## config.mk

```make
export PLATFORM = sky130hd
export DESIGN_NAME = asap_control_sequencer
export DESIGN_NICKNAME = d
export VERILOG_FILES = /design/src/rtl/asap_pkg.sv /design/src/rtl/asap_microcode_rom.sv /design/src/rtl/asap_control_sequencer.sv
export SDC_FILE = /design/constraint.sdc
export NUM_CORES = 1
export LEC_CHECK = 0
export CAP_MARGIN = 15
export CORE_ASPECT_RATIO = 2
export CORE_MARGIN = 2
export CORE_UTILIZATION = 30
export DETAILED_ROUTE_END_ITERATION = 8
export DONT_BUFFER_PORTS = 1
export PLACE_DENSITY_LB_ADDON = 0.3
export SLEW_MARGIN = 20
export SYNTH_ARGS = -nofsm -noshare
export SYNTH_HDL_FRONTEND = slang
export SYNTH_SLANG_ARGS = --single-unit
```

## constraint.sdc

```tcl
create_clock -name clk -period 3.4 [get_ports clk]
set_input_delay 0.68 -clock clk [delete_from_list [all_inputs] [get_ports clk]]
set_output_delay 0.68 -clock clk [all_outputs]
set_load 0.03 [all_outputs]
```

## src/rtl/asap_pkg.sv

```systemverilog
// Shared types for the ASAP-1 control sequencer: opcodes, sequencer states
// and the packed control word that carries one bit per bus strobe.
package asap_pkg;

  localparam int OP_BITS = 4;

  typedef enum logic [3:0] {
    OP_NOP = 4'h0,
    OP_LDA = 4'h1,
    OP_ADD = 4'h2,
    OP_SUB = 4'h3,
    OP_STA = 4'h4,
    OP_LDI = 4'h5,
    OP_JMP = 4'h6,
    OP_JC  = 4'h7,
    OP_JZ  = 4'h8,
    OP_OUT = 4'hE,
    OP_HLT = 4'hF
  } opcode_t;

  typedef enum logic [2:0] {
    ST_IDLE   = 3'd0,
    ST_FETCH0 = 3'd1,
    ST_FETCH1 = 3'd2,
    ST_EXEC0  = 3'd3,
    ST_EXEC1  = 3'd4,
    ST_EXEC2  = 3'd5,
    ST_HALT   = 3'd6
  } state_t;

  typedef struct packed {
    logic pc_oe;
    logic pc_ie;
    logic pc_inc;
    logic mar_ie;
    logic ram_oe;
    logic ram_ie;
    logic ir_ie;
    logic ir_oe;
    logic a_ie;
    logic a_oe;
    logic b_ie;
    logic alu_oe;
    logic alu_sub;
    logic flags_ie;
    logic out_ie;
  } ctrl_word_t;

  localparam ctrl_word_t CW_NONE = '0;

endpackage

```

## src/rtl/asap_microcode_rom.sv

```systemverilog
// Combinational microcode: maps (state, opcode, flags) to the control word
// for that T-state and whether it is the final step of the instruction.
module asap_microcode_rom
  import asap_pkg::*;
(
  input  state_t     state,
  input  opcode_t    op,
  input  logic       carry,
  input  logic       zero,
  output ctrl_word_t cw,
  output logic       last_step
);

  // Decode one T-state; undefined opcodes fall through to the NOP behaviour.
  always_comb begin
    cw        = CW_NONE;
    last_step = 1'b0;
    case (state)
      ST_FETCH0: begin
        cw.pc_oe  = 1'b1;
        cw.mar_ie = 1'b1;
      end
      ST_FETCH1: begin
        cw.ram_oe = 1'b1;
        cw.ir_ie  = 1'b1;
        cw.pc_inc = 1'b1;
      end
      ST_EXEC0: begin
        case (op)
          OP_LDA, OP_ADD, OP_SUB, OP_STA: begin
            cw.ir_oe  = 1'b1;
            cw.mar_ie = 1'b1;
          end
          OP_LDI: begin
            cw.ir_oe  = 1'b1;
            cw.a_ie   = 1'b1;
            last_step = 1'b1;
          end
          OP_JMP: begin
            cw.ir_oe  = 1'b1;
            cw.pc_ie  = 1'b1;
            last_step = 1'b1;
          end
          OP_JC: begin
            // Operand is still driven when not taken; nobody captures it.
            cw.ir_oe  = 1'b1;
            cw.pc_ie  = carry;
            last_step = 1'b1;
          end
          OP_JZ: begin
            cw.ir_oe  = 1'b1;
            cw.pc_ie  = zero;
            last_step = 1'b1;
          end
          OP_OUT: begin
            cw.a_oe   = 1'b1;
            cw.out_ie = 1'b1;
            last_step = 1'b1;
          end
          default: begin
            // NOP, HLT and undefined opcodes: empty step that ends the instruction.
            last_step = 1'b1;
          end
        endcase
      end
      ST_EXEC1: begin
        case (op)
          OP_LDA: begin
            cw.ram_oe = 1'b1;
            cw.a_ie   = 1'b1;
            last_step = 1'b1;
          end
          OP_ADD, OP_SUB: begin
            cw.ram_oe = 1'b1;
            cw.b_ie   = 1'b1;
          end
          OP_STA: begin
            cw.a_oe   = 1'b1;
            cw.ram_ie = 1'b1;
            last_step = 1'b1;
          end
          default: last_step = 1'b1;
        endcase
      end
      ST_EXEC2: begin
        if (op == OP_ADD || op == OP_SUB) begin
          cw.alu_oe   = 1'b1;
          cw.a_ie     = 1'b1;
          cw.flags_ie = 1'b1;
          cw.alu_sub  = (op == OP_SUB);
        end
        last_step = 1'b1;
      end
      default: begin
        cw        = CW_NONE;
        last_step = 1'b0;
      end
    endcase
  end

endmodule

```

## src/rtl/asap_control_sequencer.sv

```systemverilog
// ASAP-1 control sequencer: state register, run/freeze handling and the
// registered control word. Outputs change on posedge so they are settled
// before the bus registers capture on the following negedge.
module asap_control_sequencer
  import asap_pkg::*;
#(
  parameter int OPW = 4
) (
  input  logic           clk,
  input  logic           rst,
  input  logic           enable,
  input  logic [OPW-1:0] opcode,
  input  logic           carry_flag,
  input  logic           zero_flag,
  output logic           pc_oe,
  output logic           pc_ie,
  output logic           pc_inc,
  output logic           mar_ie,
  output logic           ram_oe,
  output logic           ram_ie,
  output logic           ir_ie,
  output logic           ir_oe,
  output logic           a_ie,
  output logic           a_oe,
  output logic           b_ie,
  output logic           alu_oe,
  output logic           alu_sub,
  output logic           flags_ie,
  output logic           out_ie,
  output logic           halted,
  output logic           instr_done
);

  state_t     state_reg, state_next, issue_state, end_state;
  opcode_t    op_reg, rom_op;
  ctrl_word_t cw_reg, rom_cw;
  logic       rom_last;
  logic       last_reg;     // current state was issued as the final step
  logic       frozen_reg;   // previous posedge saw enable=0
  logic       halted_reg, done_reg;
  logic       resume;

  // After a freeze the held state's word is issued again before advancing.
  // IDLE has nothing to re-issue, so it starts straight away.
  assign resume = frozen_reg && (state_reg != ST_IDLE);

  // Next-state decode; end-of-instruction is known from the registered last step.
  always_comb begin
    end_state  = (op_reg == OP_HLT) ? ST_HALT : ST_FETCH0;
    state_next = state_reg;
    case (state_reg)
      ST_IDLE:   state_next = ST_FETCH0;
      ST_FETCH0: state_next = ST_FETCH1;
      ST_FETCH1: state_next = ST_EXEC0;
      ST_EXEC0:  state_next = last_reg ? end_state : ST_EXEC1;
      ST_EXEC1:  state_next = last_reg ? end_state : ST_EXEC2;
      ST_EXEC2:  state_next = end_state;
      ST_HALT:   state_next = ST_HALT;
      default:   state_next = ST_IDLE;
    endcase
  end

  // Output decode: pick the state whose word goes out at the next posedge.
  // The opcode input is only consulted on the edge that leaves FETCH1.
  always_comb begin
    issue_state = resume ? state_reg : state_next;
    rom_op      = (state_reg == ST_FETCH1 && !resume) ? opcode_t'(opcode) : op_reg;
  end

  asap_microcode_rom u_rom (
    .state     (issue_state),
    .op        (rom_op),
    .carry     (carry_flag),
    .zero      (zero_flag),
    .cw        (rom_cw),
    .last_step (rom_last)
  );

  // State, latched opcode and registered control word.
  always_ff @(posedge clk) begin
    if (rst) begin
      state_reg  <= ST_IDLE;
      op_reg     <= OP_NOP;
      cw_reg     <= CW_NONE;
      last_reg   <= 1'b0;
      frozen_reg <= 1'b0;
      halted_reg <= 1'b0;
      done_reg   <= 1'b0;
    end else if (!enable) begin
      frozen_reg <= 1'b1;
      cw_reg     <= CW_NONE;
      halted_reg <= 1'b0;
      done_reg   <= 1'b0;
    end else begin
      frozen_reg <= 1'b0;
      state_reg  <= issue_state;
      if (state_reg == ST_FETCH1 && !resume) begin
        op_reg <= opcode_t'(opcode);
      end
      cw_reg     <= rom_cw;
      last_reg   <= rom_last;
      done_reg   <= rom_last;
      halted_reg <= (issue_state == ST_HALT);
    end
  end

  assign pc_oe      = cw_reg.pc_oe;
  assign pc_ie      = cw_reg.pc_ie;
  assign pc_inc     = cw_reg.pc_inc;
  assign mar_ie     = cw_reg.mar_ie;
  assign ram_oe     = cw_reg.ram_oe;
  assign ram_ie     = cw_reg.ram_ie;
  assign ir_ie      = cw_reg.ir_ie;
  assign ir_oe      = cw_reg.ir_oe;
  assign a_ie       = cw_reg.a_ie;
  assign a_oe       = cw_reg.a_oe;
  assign b_ie       = cw_reg.b_ie;
  assign alu_oe     = cw_reg.alu_oe;
  assign alu_sub    = cw_reg.alu_sub;
  assign flags_ie   = cw_reg.flags_ie;
  assign out_ie     = cw_reg.out_ie;
  assign halted     = halted_reg;
  assign instr_done = done_reg;

endmodule

```

-- Yosys cells after proc, flatten, opt, wreduce, memory -nomap -nowiden
Cells that the tools add are included.
- bits in registers: 25
- bits of input ports: 9
- output and inout port bits: 17
- word-level logic and storage cells: 89
- eq/ne operators: 22
- mux-type cells: 27
- bitwise operators: 5
- reductions and logical operators: 15
- operator list (cell ; count):
    $pmux W3 S7 ; 1
    $eq A3 B3 Y1 const B ; 6
    $eq A4 B3 Y1 const B ; 4
    $mux W3 ; 5
    $mux W1 ; 14
    $eq A3 B2 Y1 const B ; 4
    $eq A4 B4 Y1 const B ; 3
    $reduce_or A3 Y1 ; 4
    $pmux W1 S3 ; 3
    $eq A4 B2 Y1 const B ; 2
    $reduce_or A4 Y1 ; 2
    $reduce_or A8 Y1 ; 1
    $eq A3 B1 Y1 const B ; 2
    $pmux W1 S2 ; 3
    $not A1 Y1 ; 5
    $eq A4 B1 Y1 const B ; 1
    $mux W4 ; 1
    $reduce_or A2 Y1 ; 2
    $logic_not A3 Y1 ; 1
    $reduce_bool A3 Y1 ; 1
    $logic_and A1 B1 Y1 ; 2
    $logic_not A1 Y1 ; 1
    $logic_or A1 B1 Y1 ; 1

-- Depth between registers and ports, before layout
- word-level depth: 9
- gate-level depth with buffers: 7
- mapped depth without buffers: 5

-- By module
Synthesis repeated with hierarchy kept, for this count alone.
- cell total of the unflattened synthesis: 131
- area total of the unflattened synthesis: 1268.7 um^2
- by module, submodules not included (module ; times used ; cells each ; area each (um^2)):
    asap_control_sequencer ; 1 ; 91 ; 1012.2
    asap_microcode_rom ; 1 ; 40 ; 256.5

-- Worst setup path after synthesis
Ideal clock, no wire load.
- path type: reg2reg
- from: register frozen_reg
- to: register cw_reg, in the netlist a_ie
- arrival time: 1797 ps
- slack: 1542 ps
- cell stages (with the launch flop): 7
- path buffers: 1
- path through: dfxtp_1 -> buf_6 -> nor4b_4 -> mux2i_1 -> nand4_1 -> mux2i_1 -> o221a_1
- word-level cells in the longest chain between the ends: 8
- elaborated cells on any way between the ends: 17
- classes of those cells: eq/ne (7); mux (6); reduce/logical (4)
- RTL lines (what ; RTL line ; source):
    from (decl) ; asap_control_sequencer.sv:39 ; logic frozen_reg;
    from (signal assigned) ; asap_control_sequencer.sv:86 ; frozen_reg <= 1'b0;
    from (signal assigned) ; asap_control_sequencer.sv:90 ; frozen_reg <= 1'b1;
    from (signal assigned) ; asap_control_sequencer.sv:95 ; frozen_reg <= 1'b0;
    $logic_and A1 B1 Y1 (*) ; asap_control_sequencer.sv:45 ; assign resume = frozen_reg && (state_reg != ST_IDLE);
    $logic_not A1 Y1 ; asap_control_sequencer.sv:67 ; rom_op = (state_reg == ST_FETCH1 && !resume) ? opcode_t'(opcode) : op_reg;
    $logic_and A1 B1 Y1 ; asap_control_sequencer.sv:67 ;
    $mux W4 ; -- ;
    $eq A4 B2 Y1 ; asap_microcode_rom.sv:86 ; if (op == OP_ADD || op == OP_SUB) begin
    $logic_or A1 B1 Y1 ; asap_microcode_rom.sv:86 ;
    $mux W1 ; asap_microcode_rom.sv:86 ;
    $pmux W1 S3 (*) ; asap_microcode_rom.sv:18 ; case (state)
    to (signal assigned) ; asap_control_sequencer.sv:100 ; cw_reg <= rom_cw;
    to (decl) ; asap_control_sequencer.sv:36 ; ctrl_word_t cw_reg, rom_cw;
Mark *: on every way between the ends. The rest lies on a longest branch, timed or not.
A chain may end at the register's enable or synchronous reset.

-- Final worst setup path
- from: register state_reg[1]
- to: register cw_reg, in the netlist a_ie
- word-level cells in the longest chain between the ends: 9
- elaborated cells on any way between the ends: 26
- classes of those cells: eq/ne (13); mux (7); reduce/logical (6)
- RTL lines (what ; RTL line ; source):
    from (decl) ; asap_control_sequencer.sv:34 ; state_t state_reg, state_next, issue_state, end_state;
    from (signal assigned) ; asap_control_sequencer.sv:96 ; state_reg <= issue_state;
    $reduce_bool A3 Y1 ; asap_control_sequencer.sv:45 ;
    $logic_and A1 B1 Y1 ; asap_control_sequencer.sv:45 ;
    $logic_not A1 Y1 ; asap_control_sequencer.sv:67 ;
    $logic_and A1 B1 Y1 ; asap_control_sequencer.sv:67 ;
    $mux W4 ; -- ;
    $eq A4 B2 Y1 ; asap_microcode_rom.sv:86 ;
    $logic_or A1 B1 Y1 ; asap_microcode_rom.sv:86 ;
    $mux W1 ; asap_microcode_rom.sv:86 ;
    $pmux W1 S3 (*) ; asap_microcode_rom.sv:18 ;
Marks and branches as above.

==> flow_summary.yaml <==
status:
  outcome: "complete, no violations"
power_and_ir_drop:
  powerDensity_mw_per_mm2: 461.8
  ir_drop_mv: 0.2027
  combPwrFrac: 0.150
  p_switching_w: 0.0001692
  p_leak_nw: 0.4348
  seqPwrFrac: 0.531
  cell_internal_pwr_w: 0.0004358
  power_frac_clock: 0.318
  swShare: 0.2797
clock_tree:
  post_cts_resize_count: 0
  cts-htree-levels: 1
  cts_hold_buf: 0
  tritoncts: "yes"
  insertion_delay_ns: 0.26
  cts_max_path_buffers: 2
  post_cts_buffers: 0
  clk_pin_slew_ns: 0.08
  cts_buffers: 3
  cts_sinks: 24
  cts_root_buf: "clkbuf_8"
global_route:
  grt_pass1_vias: 929
  grt_pass1_wl_microns: 4319
  grt-ovfl-total: 0
  gr-usage-met1: 0.1522
  grt_max_degree: 16
  grt.busiest_layer: "met2"
  track_usage: 0.1191
  grt.met3_usage: 0.02215
  met2_usage: 0.1937
  antenna_found_initial: 0
layout:
  drive_gt1_frac: 0.09559
  diodes: 0
  stdcell_count: 188
  area_growth_syn_to_layout_pct: 6.187
  largest_register_ffs: 4
  nets: 146
setup_path:
  cp.required_ns: 3.61
  r2r_start: "state_reg[1]"
  worst-setup-path-type: "reg2reg"
  crit_start: "state_reg[1]"
  critPathCaptureType: "flop"
  crit_fanout: 14
  critical_path.endpoint: "a_ie"
  r2r_setup_slack_ns: 1.0
  timing.rr.end: "a_ie"
  crit_arrival_ns: 2.62
  worstSetupStartpointType: "flop"
  r2r_cells: 6
synth:
  synth_compound_area_frac: 0.2120
  synthTopCellsByArea: "dfxtp_1 (39%), nor2_1 (4.9%), a211oi_1 (4.3%)"
  async_reset_ff_frac: 0
  synth.ff_latch_count: 24
  synth_cells: 140
  synthFlopType: "dfxtp_1"
  synth-xor-area-share: 0.01420
  synth_area_leader_cell: "dfxtp_1"
  ys_types: 42
  synth_top_area_share: 0.3895
  synth-simple-area-share: 0.2789
  synth_seq_area_share: 0.3895
  syn_area_sq_mm: 0.001234
  syn_avg_cell_area_sq_um: 8.812
  syn-num-nets: 149
  synthMuxAreaShare: 0.06085
  synthAdderAreaFrac: 0
  yosys_warnings: 0
  synth_top_family_by_area: "simple AND/OR/NAND/NOR gates"
  synth_edf_count: 0
sta:
  skew_ns: 0.003271
  final_hold_viol_count: 0
  slew_viol_final: 0
  max_slew_margin: 0.5502
  fin_crit_sh: 0.7073
  fmax_mhz: 415.8
  fin_crit_ns: 2.405
  setup_slack_ns: 0.9952
  worstMarginPinSlew_ns: 0.6560
  tns_ns: 0
  rsz0062_at_grt: "no"
  setup_violations: 0
  hold_slack_ns: 0.4719
drt:
  wire_per_inst_microns: 14.77
  dr.pass1.iters: 4
  routed_wl_microns: 2776
  drt_iter0_drc: 21
  drc: 0
  vias: 1027
  viasPerCell: 5.463
  postRouteAntennaNets: 0
floorplanning:
  die_y_microns: 94.69
  die_area_sq_mm: 0.004672
  rows: 33
  core_area_sq_mm: 0.004005
  num_io_pins: 26
  start_util: 0.3080
  die_w_microns: 49.35
placement:
  post-dp-hpwl_microns: 2062
  port_buffers: 0
  place_inst: 184
  gp_congestion: 0.7970
  preCtsSetupSlack_ns: 1.044
worst_hold_path:
  hp-class: "in2reg"
  min-delay-start: "rst"
  whs_path_depth: 1
flow_run:
  drv_cap: 0
==> synth_stat cells, drive strengths merged (2+ instances only) <==
master / number
nor3: 8
nor2: 16
a211oi: 7
nand4: 3
nand2b: 7
mux2i: 6
dfxtp: 24
a21oi: 6
a22o: 2
nand2: 8
nor3b: 3
a31oi: 2
o21ai: 8
and3b: 3
o21a: 3
nor2b: 5
buf: 5
clkbuf: 4
==> power groups by stage <==
stage	Clock (W)	Sequential (W)	Combinational, W
after floorplan	0	0.000315	0.0000868
after global placement	0	0.000326	0.0000913
after detailed placement	0	0.000327	0.0000914
after CTS	0.000200	0.000321	0.0000919
after global routing	0.000209	0.000323	0.000102
final	0.000193	0.000321	0.0000909
==> worst max-delay path, cell delays in order (launching register included) <==
cell and delay (ns):
dfxtp_1 0.56, nor4b_4 0.26, buf_4 0.24, mux2i_1 0.60, nand4_1 0.28, mux2i_1 0.20, o221a_1 0.20
==> through the flow <==
step | power, W | cell area (sq um) | utilization
6_report | 0.0006049 | 1310 | 0.3271
5_1_grt | 0.0006346 | 1310 | 0.3271
4_1_cts | 0.0006128 | 1310 | 0.3271
3_5_place_dp | 0.0004188 | 1255 | 0.3133
3_3_place_gp | 0.0004177 | 1255 | 0.3133
2_1_floorplan | 0.0004014 | 1234 | -
==> layout make-up <==
cell class | count | area [sq um]
Sequential cell | 24 | 480.5
Multi-Input combinational cell | 106 | 698.2
Fill cell | 442 | 2695
Clock buffer | 4 | 55.05
Inverter | 1 | 3.754
Tap cell | 52 | 65.06
Timing Repair Buffer | 1 | 7.507
==> kinds of logic (layout without fill, tap and decap cells) <==
logic type,Yosys count,in the layout
AO/OA/AOI/OAI,37,37
flip-flops,24,24
AND/OR/NAND/NOR,60,60
buffers and inverters,10,6
multiplexers,7,7
XOR/XNOR,2,2
==> layout by cell type (no fill, tap or decap), types with 2 or more instances in the layout <==
| master | count |
|---|---|
| nor3b_1 | 3 |
| a22o_1 | 2 |
| nor3_1 | 8 |
| a211oi_1 | 7 |
| mux2i_1 | 5 |
| nor2_1 | 16 |
| clkbuf_8 | 4 |
| nand2_1 | 8 |
| a31oi_1 | 2 |
| a21oi_1 | 5 |
| o21a_1 | 3 |
| and3b_1 | 3 |
| nor2b_1 | 5 |
| nand4_1 | 3 |
| dfxtp_1 | 24 |
| nand2b_1 | 7 |
| o21ai_0 | 8 |
==> layer usage <==
| metal | routed length [microns] | vias to the layer above |
|---|---|---|
| li1 | - | 500 |
| met1 | 1279 | 487 |
| met2 | 1319 | 34 |
| met3 | 127 | 6 |
| met4 | 50 | 0 |
| met5 | 0 | - |
==> worst min-delay path by stage <==
stage / end
6_report: op_reg[0]
5_1_grt: op_reg[0]
4_1_cts: op_reg[0]
3_5_place_dp: op_reg[3]
3_3_place_gp: op_reg[3]
2_1_floorplan: op_reg[3]
(Power assumes the default switching activity.)
